## src/rtl/superpixel_draw_sched_pkg.sv

```systemverilog
// Shared constants, command payload and FSM encoding for the superpixel draw scheduler.
package superpixel_draw_sched_pkg;

  localparam int unsigned SPIXEL_X_WIDTH = 6;
  localparam int unsigned SPIXEL_Y_WIDTH = 6;
  localparam int unsigned COLOR_ID_WIDTH = 8;
  localparam int unsigned FIFO_AW        = 4;
  localparam int unsigned FIFO_DEPTH     = 2 ** FIFO_AW;
  localparam int unsigned FIFO_CNT_W     = FIFO_AW + 1;

  localparam logic [SPIXEL_X_WIDTH-1:0] SPIXEL_X_MAX = 6'd63;
  localparam logic [SPIXEL_Y_WIDTH-1:0] SPIXEL_Y_MAX = 6'd47;

  // One queued draw request
  typedef struct packed {
    logic [SPIXEL_X_WIDTH-1:0] x;
    logic [SPIXEL_Y_WIDTH-1:0] y;
    logic [COLOR_ID_WIDTH-1:0] color;
  } spixel_cmd_t;

  typedef enum logic [2:0] {
    ST_IDLE,
    ST_ISSUE,
    ST_WAIT,
    ST_CLR_ISSUE,
    ST_CLR_WAIT
  } sched_state_t;

endpackage

```

## src/rtl/superpixel_draw_sched_cmd_fifo.sv

```systemverilog
// Synchronous command FIFO with registered occupancy count and drop flag.
module spixel_cmd_fifo
  import superpixel_draw_sched_pkg::*;
(
  input  logic                  clk,
  input  logic                  rst,
  input  logic                  push,
  input  spixel_cmd_t           din,
  input  logic                  pop,
  output spixel_cmd_t           dout,
  output logic [FIFO_CNT_W-1:0] count,
  output logic                  full,
  output logic                  empty,
  output logic                  drop
);

  spixel_cmd_t        mem [FIFO_DEPTH];
  logic [FIFO_AW-1:0] wr_ptr;
  logic [FIFO_AW-1:0] rd_ptr;
  logic               do_push;
  logic               do_pop;

  // Full/empty come straight from the registered count, so a pop in the same
  // cycle never frees room for a push.
  assign full    = (count == FIFO_CNT_W'(FIFO_DEPTH));
  assign empty   = (count == '0);
  assign do_push = push && !full;
  assign do_pop  = pop && !empty;
  assign dout    = mem[rd_ptr];

  // Storage write; contents need no reset since count gates every read
  always_ff @(posedge clk) begin
    if (do_push) begin
      mem[wr_ptr] <= din;
    end
  end

  // Pointers, count and the one-cycle drop pulse
  always_ff @(posedge clk or posedge rst) begin
    if (rst) begin
      wr_ptr <= '0;
      rd_ptr <= '0;
      count  <= '0;
      drop   <= 1'b0;
    end else begin
      if (do_push) begin
        wr_ptr <= wr_ptr + FIFO_AW'(1);
      end
      if (do_pop) begin
        rd_ptr <= rd_ptr + FIFO_AW'(1);
      end
      case ({do_push, do_pop})
        2'b10:   count <= count + FIFO_CNT_W'(1);
        2'b01:   count <= count - FIFO_CNT_W'(1);
        default: count <= count;
      endcase
      drop <= push && full;
    end
  end

endmodule

```

## src/rtl/superpixel_draw_sched.sv

```systemverilog
// Issues queued superpixel draw commands and full-screen clear sweeps to the draw engine,
// one at a time, handshaking on the engine's done pulse.
module superpixel_draw_sched
  import superpixel_draw_sched_pkg::*;
(
  input  logic                      clk,
  input  logic                      rst,
  input  logic [SPIXEL_X_WIDTH-1:0] ix,
  input  logic [SPIXEL_Y_WIDTH-1:0] iy,
  input  logic [COLOR_ID_WIDTH-1:0] icolor,
  input  logic                      ipush,
  output logic                      ofull,
  output logic                      odrop,
  input  logic                      iclear,
  input  logic [COLOR_ID_WIDTH-1:0] iclear_color,
  output logic                      oclear_busy,
  output logic [SPIXEL_X_WIDTH-1:0] ox,
  output logic [SPIXEL_Y_WIDTH-1:0] oy,
  output logic [COLOR_ID_WIDTH-1:0] odata,
  output logic                      odata_vld,
  input  logic                      idone,
  output logic                      obusy
);

  sched_state_t              state;
  sched_state_t              state_nxt;
  logic [SPIXEL_X_WIDTH-1:0] x_q;
  logic [SPIXEL_X_WIDTH-1:0] x_nxt;
  logic [SPIXEL_Y_WIDTH-1:0] y_q;
  logic [SPIXEL_Y_WIDTH-1:0] y_nxt;
  logic [COLOR_ID_WIDTH-1:0] data_q;
  logic [COLOR_ID_WIDTH-1:0] data_nxt;
  logic                      clr_pend;
  logic                      clr_pend_nxt;
  logic [COLOR_ID_WIDTH-1:0] clr_color;
  logic [COLOR_ID_WIDTH-1:0] clr_color_nxt;
  logic                      pop;
  spixel_cmd_t               push_cmd;
  spixel_cmd_t               head;
  logic [FIFO_CNT_W-1:0]     fifo_count;
  logic                      fifo_empty;
  logic                      sweep_last;

  assign push_cmd = '{x: ix, y: iy, color: icolor};

  spixel_cmd_fifo u_fifo (
    .clk   (clk),
    .rst   (rst),
    .push  (ipush),
    .din   (push_cmd),
    .pop   (pop),
    .dout  (head),
    .count (fifo_count),
    .full  (ofull),
    .empty (fifo_empty),
    .drop  (odrop)
  );

  // The output registers double as the clear sweep position counters
  assign sweep_last  = (x_q == SPIXEL_X_MAX) && (y_q == SPIXEL_Y_MAX);
  assign ox          = x_q;
  assign oy          = y_q;
  assign odata       = data_q;
  assign odata_vld   = (state == ST_ISSUE) || (state == ST_CLR_ISSUE);
  assign oclear_busy = clr_pend;
  assign obusy       = (state != ST_IDLE) || (fifo_count != '0) || clr_pend;

  // Next-state, command load, sweep stepping and clear acceptance
  always_comb begin
    state_nxt     = state;
    x_nxt         = x_q;
    y_nxt         = y_q;
    data_nxt      = data_q;
    clr_pend_nxt  = clr_pend;
    clr_color_nxt = clr_color;
    pop           = 1'b0;

    if (iclear && !clr_pend) begin
      clr_pend_nxt  = 1'b1;
      clr_color_nxt = iclear_color;
    end

    unique case (state)
      ST_IDLE: begin
        if (clr_pend) begin
          x_nxt     = '0;
          y_nxt     = '0;
          data_nxt  = clr_color;
          state_nxt = ST_CLR_ISSUE;
        end else if (!fifo_empty) begin
          pop       = 1'b1;
          x_nxt     = head.x;
          y_nxt     = head.y;
          data_nxt  = head.color;
          state_nxt = ST_ISSUE;
        end
      end
      ST_ISSUE: begin
        state_nxt = ST_WAIT;
      end
      ST_WAIT: begin
        if (idone) begin
          state_nxt = ST_IDLE;
        end
      end
      ST_CLR_ISSUE: begin
        state_nxt = ST_CLR_WAIT;
      end
      ST_CLR_WAIT: begin
        if (idone) begin
          if (sweep_last) begin
            clr_pend_nxt = 1'b0;
            state_nxt    = ST_IDLE;
          end else begin
            if (x_q == SPIXEL_X_MAX) begin
              x_nxt = '0;
              y_nxt = y_q + SPIXEL_Y_WIDTH'(1);
            end else begin
              x_nxt = x_q + SPIXEL_X_WIDTH'(1);
            end
            state_nxt = ST_CLR_ISSUE;
          end
        end
      end
      default: begin
        state_nxt = ST_IDLE;
      end
    endcase
  end

  // State and datapath registers
  always_ff @(posedge clk or posedge rst) begin
    if (rst) begin
      state     <= ST_IDLE;
      x_q       <= '0;
      y_q       <= '0;
      data_q    <= '0;
      clr_pend  <= 1'b0;
      clr_color <= '0;
    end else begin
      state     <= state_nxt;
      x_q       <= x_nxt;
      y_q       <= y_nxt;
      data_q    <= data_nxt;
      clr_pend  <= clr_pend_nxt;
      clr_color <= clr_color_nxt;
    end
  end

endmodule

```

## config.mk

```make
export PLATFORM = sky130hd
export DESIGN_NAME = superpixel_draw_sched
export DESIGN_NICKNAME = d
export VERILOG_FILES = /design/src/rtl/superpixel_draw_sched_pkg.sv /design/src/rtl/superpixel_draw_sched_cmd_fifo.sv /design/src/rtl/superpixel_draw_sched.sv
export SDC_FILE = /design/constraint.sdc
export NUM_CORES = 1
export LEC_CHECK = 0
export CAP_MARGIN = 10
export CORE_MARGIN = 1.5
export CORE_UTILIZATION = 40
export CTS_CLUSTER_SIZE = 20
export DETAILED_ROUTE_END_ITERATION = 12
export GPL_TIMING_DRIVEN = 0
export SLEW_MARGIN = 30
export SYNTH_ARGS = -nofsm -noshare
export SYNTH_HDL_FRONTEND = slang
export SYNTH_SLANG_ARGS = --single-unit
export TNS_END_PERCENT = 10
```

## constraint.sdc

```tcl
create_clock -name clk -period 8.7 [get_ports clk]
set_input_delay 1.305 -clock clk [delete_from_list [all_inputs] [get_ports clk]]
set_output_delay 1.305 -clock clk [all_outputs]
set_load 0.02 [all_outputs]
```

==> summary.txt <==
Status: complete, no violations
WS Path Type: input pin to register
Drt first pass iters: 5
Area growth, synth to finish: 19.1%
Post-Place Setup Slack: 4.58 ns
Final clock skew: 0.0175 ns
Post-Syn Area per Cell: 18.3 sq um
Die width: 195 um
Synth Register Bits: 366
Clock buffer depth: 3
Final setup violation count: 0
Post-DRT Antenna Nets: 0
Flop2flop setup slack: 5.24 ns
Worst Max-Slew Pin Slew: 0.749 ns
Peak supply drop: 0.121 mV
Congestion Overflow GR: 0
Sw frac: 26.8%
Syn nets: 851
Post-cts resize count: 0
Share of flip-flops with an asynchronous set or reset: 12.6%
Via count: 7867
Crit path DAT: 4.06 ns
CP Capture Type: register
Via density: 5.52
Final #Nets: 973
Sw power: 1.21 mW
Dpl hpwl: 22800 um
CP startpoint: ipush
Commonest non-fill, non-tap cell in the layout: edfxtp_1
Most frequent cells in the layout: edfxtp_1, mux2i_1, clkdlybuf4s50_1, mux4_2, dfrtp_1
GP Congestion: 0.797
Max-cap violation count: 0
CTS tree: built
Tcrit/Tclk final: 41.6%
Setup TNS: 0 ns
I/O Pins: 58
Mapped Cells: 807
CTS root buf: clkbuf_16
Synthesis Warnings: 0
Part of the power in registers: 48.7%
# DRC: 0
Synth Flop Type: edfxtp_1
Worst Reg-to-Reg Cells: 14
Register area share after synthesis: 73.1%
Min Tclk post-route: 3.62 ns
First-pass GRT wire length: 51200 um
H-tree depth: 2
TritonCTS Sinks: 366
Pwr Density: 259 nW/um^2
Worst Path Max Fanout: 9
Leakage power: 5.72 nW
CTS Hold Bufs: 0
Final wirelength: 34500 um
Post-synth EDFFs: 320
Initial antenna violation count: 1
Worst EP required: 9.14 ns
Core Region: 36400 sq um
Clk_lat worst skew: 0.52 ns
Unique cell type count in the Yosys netlist: 55
Hold Crit Class: register to register
Port Buffer Count: 57
Share of cells above drive strength 1: 20.5%
Highest clock rate: 0.276 GHz
Rel. slew slack: 49.8%
Total GRT Usage: 18.4%
Slew Limit Fails: 0
CTS buffer count: 38
Critical R2R Launch: state[0]
Final worst slack: 5.08 ns
RSZ-0062 raised after global routing: no
1st-iter DRT viols: 803
Largest net degree at the start of global routing: 47
Initial core utilization: 40.4%
Internal: 3.32 mW
Logic pwr share: 18.4%
Clk slew on worst S/H paths: 0.06 ns
Number of antenna diodes: 0
Final Hold Viols: 0
Clock power share: 32.9%
Die area: 38000 sq um
Area of the mapped netlist: 14700 sq um
Die Span Y: 195 um
Critical Path Source Type: input pin
DR WL/cell: 24.2 um
Vias in the first global route: 7856
Worst Setup EP: u_fifo.count[4]
Pwr Total: 4.54 mW
Post-CTS setup buffers: 0
Worst r2r dst: u_fifo.count[4]
FP Rows: 70
[cell families (layout without fill, tap and decap cells)]
family	count (synthesis)	after routing	synth area share [%]
flops	366	366	73.1
mux	144	144	14.5
simple gates	109	109	3.66
compound gates	105	105	5.15
buf+inv	60	209	2.03
xor+xnor	12	12	0.714
fa+ha+maj	11	11	0.934
[worst max-delay path, cell delays in order]
cell and delay, ns:
clkdlybuf4s50_1 0.47, and2_1 0.12, clkbuf_1 0.35, inv_1 0.11, ha_1 0.22, clkbuf_1 0.19
xor2_1 0.18, ha_1 0.22, o21a_1 0.17, o22a_1 0.20, a21oi_1 0.17, mux2i_1 0.23
xnor2_1 0.14
[worst min-delay path by stage]
stage	slack (ns)	start	endpoint	depth (start not counted)
after floorplan	0.48	u_fifo.count[4]	u_fifo.count[4]	1
after global placement	0.49	clr_color[3]	clr_color[3]	1
after detailed placement	0.50	clr_color[1]	clr_color[1]	1
after CTS	0.51	clr_color[1]	clr_color[1]	1
after global routing	0.53	clr_color[2]	clr_color[2]	1
final	0.51	clr_color[1]	clr_color[1]	1
[synthesized netlist by cell type (2+ instances only)]
library cell	count	area share [%]
a22oi_1	26	1.3
nor2b_1	5	0.21
o221ai_1	2	0.12
o21ai_0	10	0.34
dfrtp_1	46	7.8
nand2b_1	3	0.13
a221oi_1	5	0.30
xnor2_1	7	0.42
buf_4	9	0.46
o22a_1	2	0.12
a211o_1	7	0.42
clkbuf_1	15	0.38
a22o_1	5	0.30
mux4_2	53	8.1
a21o_1	2	0.10
and3_1	7	0.30
a31oi_1	10	0.42
o21a_1	2	0.10
buf_1	2	0.051
nor2_1	34	0.87
nand3_1	9	0.31
ha_1	11	0.93
mux2i_1	72	4.9
o22ai_1	4	0.17
inv_1	12	0.31
edfxtp_1	320	65
a21oi_1	17	0.58
xor2_1	5	0.30
nor3b_1	2	0.10
nand4b_1	2	0.12
o2bb2ai_1	3	0.18
nand2_1	31	0.79
mux2_2	19	1.5
buf_6	2	0.15
buf_2	20	0.68
nor3_1	6	0.20
and2_1	2	0.085
[sequential cells by signal, indices dropped and copies added (netlist names), 3 cells and up]
register       count
u_fifo.mem       320
u_fifo.count       5
ox                 6
oy                 6
u_fifo.wr_ptr      4
u_fifo.rd_ptr      4
state              3
odata              8
clr_color          8
[power by group through the flow]
stage                     Combinational, mW  Sequential (mW)  Clock [mW]
after floorplan                       0.430             2.27           0
after global routing                  0.901             2.23        1.58
final                                 0.835             2.21        1.49
after global placement                0.728             2.25           0
after detailed placement              0.839             2.25           0
after CTS                             0.841             2.21        1.52
[stage by stage]
stage	hold slack, ns	cell area (sq um)	instances	util (%)
finish	0.508	17500	1424	48.2
CTS	0.513	17500	1424	48.2
global placement	0.492	15900	1332	43.6
detailed placement	0.501	16400	1357	45.0
global route	0.531	17500	1424	48.2
floorplan	0.480	14700	807	-
[cell type report]
class                   instances  area, sq um
flip-flops and latches        366        10800
clock buffers                  50         1030
fillers                      3009        18900
plain buffers                  48          254
well taps                     468          586
multi-input cells             381         3780
repair buffers                 82          985
inverters                      12         47.5
clock inverters                17          109
[layer usage]
layer  vias up  track usage [%]  routed length [um]
li1       3468                -                   -
met1      4073             26.7               15700
met2       275             28.3               15500
met3        51             3.59                2410
met4         0             5.57                 831
met5         -                0                   0
(Power assumes the default switching activity.)
